## config.mk

```make
export PLATFORM = sky130hd
export DESIGN_NAME = sort_ctrl
export DESIGN_NICKNAME = d
export VERILOG_FILES = /design/src/rtl/sort_pkg.sv /design/src/rtl/sort_buf_ram.sv /design/src/rtl/sort_ctrl.sv
export SDC_FILE = /design/constraint.sdc
export NUM_CORES = 1
export LEC_CHECK = 0
export ABC_AREA = 1
export BUFFER_PORTS_ARGS = -buffer_cell sky130_fd_sc_hd__buf_2
export CAP_MARGIN = 5
export CORE_UTILIZATION = 40
export CTS_BUF_LIST = sky130_fd_sc_hd__clkbuf_4 sky130_fd_sc_hd__clkbuf_8 sky130_fd_sc_hd__clkbuf_16
export CTS_CLUSTER_DIAMETER = 30
export DETAILED_ROUTE_END_ITERATION = 8
export PLACE_DENSITY = 0.56
export SETUP_SLACK_MARGIN = 0.5
export SLEW_MARGIN = 20
export SYNTH_ARGS = -nofsm -noshare
export SYNTH_HDL_FRONTEND = slang
export SYNTH_SLANG_ARGS = --single-unit
export TNS_END_PERCENT = 20
```

## constraint.sdc

```tcl
create_clock -name clk_i -period 2.3 [get_ports clk_i]
set_input_delay 0.46 -clock clk_i [delete_from_list [all_inputs] [get_ports clk_i]]
set_output_delay 0.46 -clock clk_i [all_outputs]
set_load 0.05 [all_outputs]
```

## src/rtl/sort_pkg.sv

```systemverilog
// Shared types and default sizing for the packet sorter sequencer.
package sort_pkg;

  localparam int unsigned DWIDTH_DEF = 8;
  localparam int unsigned AWIDTH_DEF = 4;
  localparam int unsigned DEPTH_DEF  = 2**AWIDTH_DEF;

  typedef enum logic [2:0] {
    IDLE,
    WRITE,
    GAP,
    LOAD,
    SORT
  } sort_state_t;

endpackage

```

## src/rtl/sort_buf_ram.sv

```systemverilog
// Packet buffer: one write port, one registered read port, old data on collision.
module sort_buf_ram #(
  parameter int unsigned DWIDTH = 8,
  parameter int unsigned AWIDTH = 4
) (
  input  logic              clk_i,
  input  logic              wr_en_i,
  input  logic [AWIDTH-1:0] wr_addr_i,
  input  logic [DWIDTH-1:0] wr_data_i,
  input  logic [AWIDTH-1:0] rd_addr_i,
  output logic [DWIDTH-1:0] rd_data_o
);

  localparam int unsigned DEPTH = 2**AWIDTH;

  logic [DWIDTH-1:0] mem [DEPTH];
  logic [DWIDTH-1:0] rd_data_q;

  always_ff @(posedge clk_i) begin
    if (wr_en_i) begin
      mem[wr_addr_i] <= wr_data_i;
    end
    rd_data_q <= mem[rd_addr_i];
  end

  assign rd_data_o = rd_data_q;

endmodule

```

## src/rtl/sort_ctrl.sv

```systemverilog
// Sequencer: captures one upstream packet into the buffer, replays it into the
// sorter's load interface, then holds upstream off until the sorter finishes.
module sort_ctrl
  import sort_pkg::*;
#(
  parameter int unsigned DWIDTH = DWIDTH_DEF,
  parameter int unsigned AWIDTH = AWIDTH_DEF
) (
  input  logic              clk_i,
  input  logic              srst_n_i,
  input  logic [DWIDTH-1:0] data_i,
  input  logic              sop_i,
  input  logic              eop_i,
  input  logic              val_i,
  output logic              busy_o,
  output logic              srt_wren_o,
  output logic [AWIDTH-1:0] srt_cntr_o,
  output logic [DWIDTH-1:0] srt_data_o,
  input  logic [AWIDTH-1:0] srt_rdaddr_i,
  input  logic              srt_eop_i,
  output logic              err_o
);

  localparam logic [AWIDTH:0] FULL = {1'b1, {AWIDTH{1'b0}}};
  localparam logic [AWIDTH:0] ONE  = {{AWIDTH{1'b0}}, 1'b1};

  sort_state_t       state_q, state_d;
  logic [AWIDTH:0]   wcnt_q, wcnt_d, wcnt_nxt;
  logic [AWIDTH:0]   lcnt_q, lcnt_d;
  logic [AWIDTH-1:0] cntr_q, cntr_d;
  logic              wren_q, wren_d;
  logic              busy_q, busy_d;
  logic              err_q, err_d;
  logic              ovf_q, ovf_d;
  logic              ram_we;
  logic [AWIDTH-1:0] ram_waddr;

  sort_buf_ram #(
    .DWIDTH (DWIDTH),
    .AWIDTH (AWIDTH)
  ) u_buf (
    .clk_i     (clk_i),
    .wr_en_i   (ram_we),
    .wr_addr_i (ram_waddr),
    .wr_data_i (data_i),
    .rd_addr_i (srt_rdaddr_i),
    .rd_data_o (srt_data_o)
  );

  always_comb begin
    state_d   = state_q;
    wcnt_d    = wcnt_q;
    lcnt_d    = lcnt_q;
    cntr_d    = cntr_q;
    ovf_d     = ovf_q;
    wren_d    = 1'b0;
    err_d     = 1'b0;
    ram_we    = 1'b0;
    ram_waddr = wcnt_q[AWIDTH-1:0];
    wcnt_nxt  = (wcnt_q == FULL) ? wcnt_q : wcnt_q + ONE;

    unique case (state_q)
      IDLE: begin
        if (val_i && sop_i) begin
          if (eop_i) begin
            err_d = 1'b1;
          end else begin
            ram_we    = 1'b1;
            ram_waddr = '0;
            wcnt_d    = ONE;
            ovf_d     = 1'b0;
            state_d   = WRITE;
          end
        end
      end
      WRITE: begin
        if (val_i) begin
          if (sop_i) begin
            // Restart on a fresh sop; a restart that is also eop is a dropped 1-word packet.
            err_d = 1'b1;
            if (eop_i) begin
              wcnt_d  = '0;
              state_d = IDLE;
            end else begin
              ram_we    = 1'b1;
              ram_waddr = '0;
              wcnt_d    = ONE;
              ovf_d     = 1'b0;
            end
          end else begin
            if (wcnt_q == FULL) begin
              err_d = !ovf_q;
              ovf_d = 1'b1;
            end else begin
              ram_we = 1'b1;
              wcnt_d = wcnt_nxt;
            end
            if (eop_i) begin
              cntr_d  = wcnt_nxt[AWIDTH-1:0];
              state_d = GAP;
            end
          end
        end
      end
      GAP: begin
        wren_d  = 1'b1;
        lcnt_d  = wcnt_q - ONE;
        state_d = LOAD;
      end
      LOAD: begin
        if (lcnt_q == '0) begin
          state_d = SORT;
        end else begin
          wren_d = 1'b1;
          lcnt_d = lcnt_q - ONE;
        end
      end
      SORT: begin
        if (srt_eop_i) begin
          wcnt_d  = '0;
          state_d = IDLE;
        end
      end
      default: state_d = IDLE;
    endcase

    if (val_i && ((state_q == GAP) || (state_q == LOAD) || (state_q == SORT))) begin
      err_d = 1'b1;
    end

    busy_d = (state_d == GAP) || (state_d == LOAD) || (state_d == SORT);
  end

  always_ff @(posedge clk_i) begin
    if (!srst_n_i) begin
      state_q <= IDLE;
      wcnt_q  <= '0;
      lcnt_q  <= '0;
      cntr_q  <= '0;
      wren_q  <= 1'b0;
      busy_q  <= 1'b0;
      err_q   <= 1'b0;
      ovf_q   <= 1'b0;
    end else begin
      state_q <= state_d;
      wcnt_q  <= wcnt_d;
      lcnt_q  <= lcnt_d;
      cntr_q  <= cntr_d;
      wren_q  <= wren_d;
      busy_q  <= busy_d;
      err_q   <= err_d;
      ovf_q   <= ovf_d;
    end
  end

  assign busy_o     = busy_q;
  assign srt_wren_o = wren_q;
  assign srt_cntr_o = cntr_q;
  assign err_o      = err_q;

endmodule
```

==> out/metrics.yaml, run 1 <==
synthesis:
  ys_types: 35
  yosys_register_bits: 157
  ys_warn_count: 0
  synth_top_family_by_area: "simple AND/OR/NAND/NOR gates"
  synth_compound_gate_area_share_pct: 10.6
  synth_xor_area_share_pct: 0.257
  synth-simple-area-share_pct: 16.6
  synth_fa_ha_area_share_pct: 0.551
  yosysSeqAreaShare_pct: 64.9
  syn_nets: 668
  synthCells: 647
  netlist_area_um2: 6810
  postSynthAreaPerCell_um2: 10.5
  yosys.area.top_type: "edfxtp_1"
  synth_area_leaders: "edfxtp_1, dfxtp_1, nand2_1, inv_1, nand3_1"
  synth_mux_area_share_pct: 0
  yosysTopAreaCellShare_pct: 56.4
power:
  clock_power_share_pct: 46.7
  power_frac_comb_pct: 7.7
  p_per_area_nw_per_um2: 850
  power_frac_seq_pct: 45.6
  p_total_uw: 6870
  p_switching_uw: 1460
  p_sw_share_pct: 21.2
  vdd_ir_drop_max_mv: 0.524
  power_leakage_uw: 0.00328
  p_int_uw: 5410
drt:
  met3_length_um: 699
  ant_nets: 0
  num_vias: 4722
  drt_iter0_markers: 321
  post_drt_wl_per_cell_um: 17.2
  wl_met1_um: 6610
  dr_wl_met2_um: 8470
  maxUsedRoutingLayer: "met4"
  drc_errors: 0
  drt_wl_total_um: 16000
  dr.pass1.iters: 5
  routed_via_density: 5.07
sta:
  maxSlewViolCount: 0
  hold_violations: 0
  timing.hold.ws_ns: 0.378
  finalClockSkew_ns: 0.00772
  setup-tns-final_ns: 0
  setup_viol: 0
  worst_pin_slew_ns: 0.535
  max_freq_mhz: 571
  timing.final.ws_setup_ns: 0.548
  rsz0062_at_grt: "yes"
  period_needed_ns: 1.75
  slew_headroom_pct: 64.3
  min_period_over_period_pct: 76.2
floorplanning:
  die_area_um2: 17600
  die_x_um: 133
  die_height_um: 133
  rows: 47
  top_level_ports: 33
  core_area_um2: 16600
  floorplan.initialDensity_pct: 41.1
clock_network:
  cts_root_buf: "clkbuf_16"
  clk_pin_slew_worst_paths_ns: 0.06
  cts_buffers: 17
  cts_max_path_buffers: 2
  htreeDepth: 4
  clock_sinks: 157
  cts_tree: "built"
  worstSkewPairLatency_ns: 0.42
critical_path:
  r2r_start: "wcnt_q[0]"
  required_ns: 2.48
  cp-startpoint: "wcnt_q[0]"
  cp_slowest_cell: "dfxtp_4"
  cp-endpoint: "u_buf.mem[15][5]"
  r2r_setup_slack_ns: 0.55
  crit_chain: "inv_2 > ha_2 > nand3_2 > o21ai_2 > o21ai_4 > buf_12 > nand2_4 > nor2_1 > buf_4"
  crit_path_max_incr_delay_ns: 0.37
  crit_fanout: 8
  critPathLaunchType: "flip-flop"
  r2r_end: "u_buf.mem[15][5]"
  end_kind: "flip-flop"
  path_class: "reg2reg"
  r2r_cells: 9
  critPathArrivalTime_ns: 1.93
placed_design:
  numPortBuffers: 32
  pre_cts_slack_ns: 0.311
  gp_congestion: 0.875
  dp_hpwl_um: 10600
cells_and_area:
  mostFrequentLayoutCells: "edfxtp_1, nand2_1, inv_1"
  utilization_pct: 48.8
  nets: 719
  n_antenna_cell: 0
  layout_commonest_cell: "edfxtp_1"
  drive_gt1_share_pct: 18.0
  area_delta_synth_final_pct: 18.7
outcome:
  outcome: "finished clean"
grt:
  antenna_found_initial: 0
  grt.total_usage_pct: 19.2
  grt_remaining_overflow: 0
  grt_pass1_vias: 4694
  grt_max_degree: 50
  grt_pass1_wl_um: 24600
hold_path:
  hold_class: "in2reg"
  min_from: "srt_rdaddr_i[3]"
run:
  maxCapViolations: 0
-- cells by family after synthesis --
group | Yosys count
and+or+nand+nor | 241
DFF | 157
AOI/OAI and AO/OA | 122
buffers and inverters | 122
adders and majority gates | 3
xor gates and xnor gates | 2
-- sequential cells by signal (all words and copies together), names as in the netlist, 3 cells and up --
signal / cells
wcnt_q: 5
srt_cntr_o: 4
u_buf.mem: 128
u_buf.rd_data_o: 8
lcnt_q: 5
state_q: 3
-- per-layer routing --
| metal | vias to the layer above | track usage, % |
|---|---|---|
| li1 | 2317 | - |
| met1 | 2265 | 22.1 |
| met2 | 128 | 34.6 |
| met3 | 12 | 3.83 |
| met4 | 0 | 8.37 |
| met5 | - | 0 |
-- repair_timing --
action                                 CTS  global route
hold buffers                             0             0
pin swaps                                2             4
buffers inserted                         1             3
endpoints found under the hold margin    0             0
setup endpoints to repair              129           129
resized for setup                        5            13
-- final cells by class --
| type | count | area, um2 |
|---|---|---|
| multi-input cells | 368 | 1940 |
| repair buffers | 60 | 398 |
| fillers | 1512 | 8500 |
| clock buffers | 19 | 440 |
| well taps | 220 | 275 |
| clock inverters | 13 | 244 |
| inverters | 94 | 353 |
| flip-flops and latches | 157 | 4440 |
-- synthesized netlist by cell type (all sizes together) --
master,n
o221ai,1
a21oi,40
edfxtp,128
o21a,1
nand3,66
a31oi,3
a211oi,1
dfxtp,29
nand4,4
nor3,2
clkinv,1
inv,93
clkbuf,15
o21ai,44
nor2,52
xor2,2
nand2,117
o211ai,32
ha,3
buf,13
-- power groups by stage --
stage / clock network [uW] / logic [uW] / registers [uW]
5_1_grt: 3360 / 583 / 3140
6_report: 3210 / 530 / 3140
2_1_floorplan: 0 / 281 / 3250
3_5_place_dp: 0 / 517 / 3190
4_1_cts: 3250 / 518 / 3140
3_3_place_gp: 0 / 514 / 3190
-- through the flow --
step | cell area, um2 | cells
5_1_grt | 8090 | 931
4_1_cts | 8010 | 928
2_1_floorplan | 6810 | 647
3_5_place_dp | 7310 | 895
3_3_place_gp | 7310 | 895
6_report | 8090 | 931
-- how the worst min path moves through the flow --
stage	to	slack [ns]	cells after the start
detailed placement	srt_cntr_o[1]	0.47	2
global route	err_o	0.39	3
floorplan	ovf_q	0.45	2
global placement	srt_cntr_o[1]	0.47	2
finish	u_buf.rd_data_o[1]	0.38	3
CTS	u_buf.rd_data_o[1]	0.36	3
-- critical path: cells and delay by family (launching register included) --
| kind | cells | cell delay [ns] |
|---|---|---|
| buffers and inverters | 3 | 0.40 |
| flip-flops | 1 | 0.37 |
| AO/OA/AOI/OAI | 2 | 0.29 |
| AND/OR/NAND/NOR | 3 | 0.27 |
| adder cells (fa/ha/maj) | 1 | 0.18 |
(Power assumes the default switching activity.)
==> run 2: changes to the inputs <==
clock period = 1.63 ns   (was 2.3 ns; I/O delays follow)
==> out/metrics.yaml, run 2 (synthesis results as in run 1) <==
floorplanning:
  rows: 47  # unchanged
  die_x_um: 133  # unchanged
  die_area_um2: 17600  # unchanged
  core_area_um2: 16600  # unchanged
  top_level_ports: 33  # unchanged
  die_height_um: 133  # unchanged
  floorplan.initialDensity_pct: 41.1  # unchanged
critical_path:
  required_ns: 1.73  # was 2.48 ns
  critPathLaunchType: "flip-flop"  # unchanged
  cp_slowest_cell: "dfxtp_2"  # was dfxtp_4
  crit_path_max_incr_delay_ns: 0.33  # was 0.37 ns
  path_class: "reg2reg"  # unchanged
  crit_chain: "nor2_4 > nand2_4 > nor3_4 > o21ai_2 > o21ai_4 > buf_12 > nand2_4 > nor2_4"  # was inv_2 > ha_2 > nand3_2 > o21ai_2 > o21ai_4 > buf_12 > nand2_4 > nor2_1 > buf_4
  end_kind: "flip-flop"  # unchanged
  critPathArrivalTime_ns: 1.82  # was 1.93 ns
  cp_top_family: "simple AND/OR/NAND/NOR gates"  # was buffers and inverters
  crit_fanout: 8  # unchanged
  path_buf_inv: 1  # was 3
drt:
  drt_wl_total_um: 16200  # was 16,000 um
  dr.pass1.iters: 6  # was 5
  post_drt_wl_per_cell_um: 17.2  # about the same
  drc_errors: 0  # unchanged
  ant_nets: 0  # unchanged
  num_vias: 4766  # was 4,722
  drt_iter0_markers: 349  # was 321
  routed_via_density: 5.06  # was 5.07
grt:
  grt_remaining_overflow: 0  # unchanged
  grt_pass1_wl_um: 25400  # was 24,600 um
  grt_max_degree: 65  # was 50
  grt_pass1_vias: 4762  # was 4,694
  antenna_found_initial: 0  # unchanged
  grt.total_usage_pct: 19.8  # was 19.2%
cells_and_area:
  area_delta_synth_final_pct: 25.1  # was 18.7%
  layout_commonest_cell: "edfxtp_1"  # unchanged
  nFillCells: 1482  # was 1,512
  seqCellArea_um2: 4450  # was 4440 um2
  mostFrequentLayoutCells: "edfxtp_1, nand2_1, inv_1"  # unchanged
  drive_gt1_share_pct: 25.6  # was 18.0%
  nets: 730  # was 719
  largest_reg_flops: 128  # unchanged
  multiInputGateArea_um2: 2130  # was 1940 um2
  n_antenna_cell: 0  # unchanged
  fin_cells: 942  # was 931
  regMostFlops: "u_buf.mem"  # unchanged
clock_network:
  worstSkewPairLatency_ns: 0.43  # was 0.42 ns
  cts_root_buf: "clkbuf_16"  # unchanged
  clk_pin_slew_worst_paths_ns: 0.06  # about the same
  cts_max_path_buffers: 2  # unchanged
  clock_sinks: 157  # unchanged
  htreeDepth: 4  # unchanged
  cts_tree: "built"  # unchanged
  cts_buffers: 17  # unchanged
power:
  power_frac_comb_pct: 9.8  # was 7.7%
  clock_power_share_pct: 43.1  # was 46.7%
  vdd_ir_drop_max_mv: 0.762  # was 0.524 mV
  p_switching_uw: 2150  # was 1460 uW
  p_per_area_nw_per_um2: 1100  # was 850 nW/um2
  power_frac_seq_pct: 47.1  # was 45.6%
  power_leakage_uw: 0.00336  # was 0.00328 uW
  p_int_uw: 7260  # was 5410 uW
  p_sw_share_pct: 22.8  # was 21.2%
hold_path:
  hold_class: "in2reg"  # unchanged
sta:
  hold_violations: 0  # unchanged
  rsz0062_at_grt: "yes"  # unchanged
  worst_pin_slew_ns: 0.562  # was 0.535 ns
  timing.final.ws_setup_ns: -0.0869  # was 0.548 ns
  setup_viol: 128  # was 0
  slew_headroom_pct: 62.1  # was 64.3%
  max_freq_mhz: 582  # was 571 MHz
  maxSlewViolCount: 0  # unchanged
  period_needed_ns: 1.72  # was 1.75 ns
  finalClockSkew_ns: 0.00996  # was 0.00772 ns
  min_period_over_period_pct: 105  # was 76.2%
placed_design:
  pre_cts_slack_ns: -0.231  # was 0.311 ns
  place_inst: 909  # was 895
  dp_hpwl_um: 10800  # was 10,600 um
  numPortBuffers: 32  # unchanged
  gp_congestion: 0.868  # was 0.875
outcome:
  violations: "setup timing"
  outcome: "complete, but fails checks"  # was finished clean
run:
  maxCapViolations: 0  # unchanged
==> run 2: cell count changes in the layout (fill, tap and decap cells not counted), moves of 5 or more <==
cell / change
nand2_1: -6
nand2_2: +5
nor2_4: +18
nor2_1: -16
dfxtp_2: +17
buf_2: -15
buf_8: +15
dfxtp_1: -15
==> run 2: through the flow <==
stage	hold slack [ns]	power [uW]	area [um2]	setup TNS [ns]	util, %
final	0.213	9400	8520	-6.29	51.4
after floorplan	0.425	5000	6940	-0.106	-
after detailed placement	0.471	5330	7590	-24.60	45.8
after global placement	0.464	5320	7590	-15.97	45.8
after global routing	0.236	9680	8520	-18.22	51.4
after CTS	0.202	9430	8470	-8.40	51.1
==> run 2: repair_timing <==
item                       4_1_cts  5_1_grt
setup endpoints to repair      164      169
hold buffers                     0        0
buffers inserted                 1        0
resized for setup               82       17
pin swaps                       12       14
==> run 2: tightest hold or removal path, cell delays in order <==
cell     delay, ns
buf_2         0.12
nand3_1       0.08
a31oi_1       0.08
==> run 2: path summary, 6_finish.rpt <==
kind / startpoint / to / slack (ns) / cells past startpoint
min: eop_i / err_o / 0.21 / 3
max: state_q[1] / u_buf.mem[13][3] / -0.09 / 8
min reg2reg: ovf_q / ovf_q / 0.48 / 2
max reg2reg: state_q[1] / u_buf.mem[13][3] / -0.09 / 8
==> run 2: per-layer routing <==
layer	track usage, %	part of all wire, %	vias to the layer above
li1	-	-	2339
met1	23.2	42	2291
met2	35.4	52	110
met3	3.64	3.4	26
met4	8.37	2.0	0
met5	0	0	-
==> run 2: power groups by stage <==
stage	registers (uW)	clock network [uW]	logic, uW
global placement	4500	0	826
detailed placement	4500	0	831
floorplan	4580	0	420
global route	4430	4240	1010
CTS	4430	4090	911
finish	4430	4050	923
==> run 2: cell type report <==
type                       instances  share of cell area, %
tap                              220                   3.23
clock buffer                      22                   5.58
timing repair buffer              71                   8.16
sequential                       157                   52.2
clock inverter                    10                   1.63
inverter                          94                   4.17
multi-input combinational        368                   25.0
==> run 3: changes to the inputs <==
CORE_UTILIZATION = 50   (was 40)
PLACE_DENSITY = 0.67   (was 0.56)
==> out/metrics.yaml, run 3 (synthesis results as in run 1) <==
outcome:
  outcome: "complete, but fails checks"  # unchanged
  violations: "setup timing"  # unchanged
cells_and_area:
  fin_cells: 902  # was 942
  mostFrequentLayoutCells: "edfxtp_1, nand2_1, inv_1"  # unchanged
  n_antenna_cell: 0  # unchanged
  largest_reg_flops: 128  # unchanged
  nets: 734  # was 730
  regMostFlops: "u_buf.mem"  # unchanged
  nFillCells: 1071  # was 1,482
  layout_commonest_cell: "edfxtp_1"  # unchanged
  area_delta_synth_final_pct: 24.1  # was 25.1%
  drive_gt1_share_pct: 25.2  # was 25.6%
floorplanning:
  core_area_um2: 13200  # was 16,600 um2
  rows: 42  # was 47
  die_x_um: 119  # was 133 um
  die_height_um: 119  # was 133 um
  die_area_um2: 14100  # was 17,600 um2
  top_level_ports: 33  # unchanged
  floorplan.initialDensity_pct: 51.5  # was 41.1%
critical_path:
  end_kind: "flip-flop"  # unchanged
  critPathArrivalTime_ns: 1.81  # was 1.82 ns
  cp-startpoint: "state_q[2]"  # was state_q[1]
  cp-endpoint: "u_buf.mem[13][7]"  # was u_buf.mem[13][3]
  path_class: "reg2reg"  # unchanged
  required_ns: 1.73  # about the same
  crit_fanout: 8  # unchanged
  r2r_setup_slack_ns: -0.08  # was -0.09 ns
  r2r_end: "u_buf.mem[13][7]"  # was u_buf.mem[13][3]
  r2r_start: "state_q[2]"  # was state_q[1]
  r2r_cells: 5  # was 8
  critPathLaunchType: "flip-flop"  # unchanged
placed_design:
  numPortBuffers: 32  # unchanged
  gp_congestion: 0.879  # was 0.868
  dp_hpwl_um: 10600  # was 10,800 um
  place_inst: 863  # was 909
drt:
  drc_errors: 0  # unchanged
  dr.pass1.iters: 5  # was 6
  num_vias: 4863  # was 4,766
  post_drt_wl_per_cell_um: 17.6  # was 17.2 um
  wl_met1_um: 6440  # was 6870 um
  met3_length_um: 640  # was 560 um
  maxUsedRoutingLayer: "met4"  # unchanged
  drt_iter0_markers: 392  # was 349
  dr_wl_met2_um: 8280  # was 8480 um
  routed_via_density: 5.39  # was 5.06
  drt_wl_total_um: 15900  # was 16,200 um
  ant_nets: 0  # unchanged
sta:
  setup_viol: 128  # unchanged
  slew_headroom_pct: 70.1  # was 62.1%
  rsz0062_at_grt: "yes"  # unchanged
  maxSlewViolCount: 0  # unchanged
  finalClockSkew_ns: 0.00667  # was 0.00996 ns
  period_needed_ns: 1.71  # was 1.72 ns
  timing.final.ws_setup_ns: -0.0825  # was -0.0869 ns
  hold_violations: 0  # unchanged
  worst_pin_slew_ns: 0.448  # was 0.562 ns
  max_freq_mhz: 584  # was 582 MHz
  min_period_over_period_pct: 105  # about the same
grt:
  grt_pass1_vias: 4865  # was 4,762
  grt_max_degree: 65  # unchanged
  grt_pass1_wl_um: 24900  # was 25,400 um
  grt.total_usage_pct: 24.2  # was 19.8%
  antenna_found_initial: 0  # unchanged
  grt_remaining_overflow: 0  # unchanged
clock_network:
  worstSkewPairLatency_ns: 0.42  # was 0.43 ns
  cts_root_buf: "clkbuf_16"  # unchanged
  htreeDepth: 4  # unchanged
  clk_pin_slew_worst_paths_ns: 0.06  # about the same
  cts_buffers: 17  # unchanged
  cts_tree: "built"  # unchanged
  cts.hold.buffers_added: 0  # unchanged
  clock_sinks: 157  # unchanged
  cts_max_path_buffers: 2  # unchanged
power:
  vdd_ir_drop_max_mv: 0.678  # was 0.762 mV
  power_leakage_uw: 0.00337  # was 0.00336 uW
  p_per_area_nw_per_um2: 1080  # was 1100 nW/um2
  p_total_uw: 9170  # was 9400 uW
run:
  maxCapViolations: 0  # unchanged
hold_path:
  hold_class: "in2reg"  # unchanged
-- run 3: power breakdown --
part / switching, uW / total, uW / internal, uW
clock network: 1450 / 3820 / 2370
logic: 603 / 922 / 318
registers: 32.6 / 4430 / 4400
total: 2090 / 9170 / 7080
-- run 3: worst max-delay path, stage by stage, from the launching register on --
cell	delay, ns
dfxtp_2	0.33
nor2_4	0.18
nand3_4	0.13
o21ai_4	0.31
nand2_4	0.20
nor2_4	0.25
-- run 3: per-layer routing --
metal	global-route usage, %	vias up
li1	-	2347
met1	28.0	2325
met5	0	-
met3	4.97	39
met2	41.9	152
met4	13.1	0
-- run 3: worst min-delay path by stage --
stage	start	to	slack, ns	depth (start not counted)
3_3_place_gp	srt_cntr_o[1]	srt_cntr_o[1]	0.47	2
4_1_cts	srt_rdaddr_i[3]	u_buf.rd_data_o[6]	0.22	3
6_report	srt_rdaddr_i[3]	u_buf.rd_data_o[6]	0.24	3
2_1_floorplan	data_i[0]	u_buf.mem[0][0]	0.42	0
5_1_grt	srt_rdaddr_i[3]	u_buf.rd_data_o[6]	0.23	3
3_5_place_dp	ovf_q	ovf_q	0.48	2
-- run 3: area by class of cell --
| cell class | count | area (um2) | share of cell area (%) |
|---|---|---|---|
| inverter | 94 | 365 | 4.32 |
| multi-input combinational | 368 | 2140 | 25.3 |
| timing repair buffer | 75 | 708 | 8.37 |
| tap | 176 | 220 | 2.60 |
| clock buffer | 17 | 425 | 5.03 |
| clock inverter | 15 | 154 | 1.82 |
| sequential | 157 | 4450 | 52.6 |
-- run 3: repair_timing --
item                                   CTS  global route
pin swaps                               17            16
setup buffers                            5             2
setup endpoints to repair              163           172
resized for setup                       82            20
endpoints found under the hold margin    0             0
-- run 3: stage by stage --
stage,cell area (um2),utilization (%),setup slack (ns),setup TNS [ns],hold WS (ns)
2_1_floorplan,6940,-,-0.0132,-0.106,0.425
3_3_place_gp,7510,56.7,-0.125,-13.62,0.469
3_5_place_dp,7510,56.7,-0.199,-22.58,0.479
4_1_cts,8370,63.2,-0.109,-8.71,0.221
5_1_grt,8460,63.9,-0.149,-14.48,0.229
6_report,8460,63.9,-0.0825,-6.25,0.237
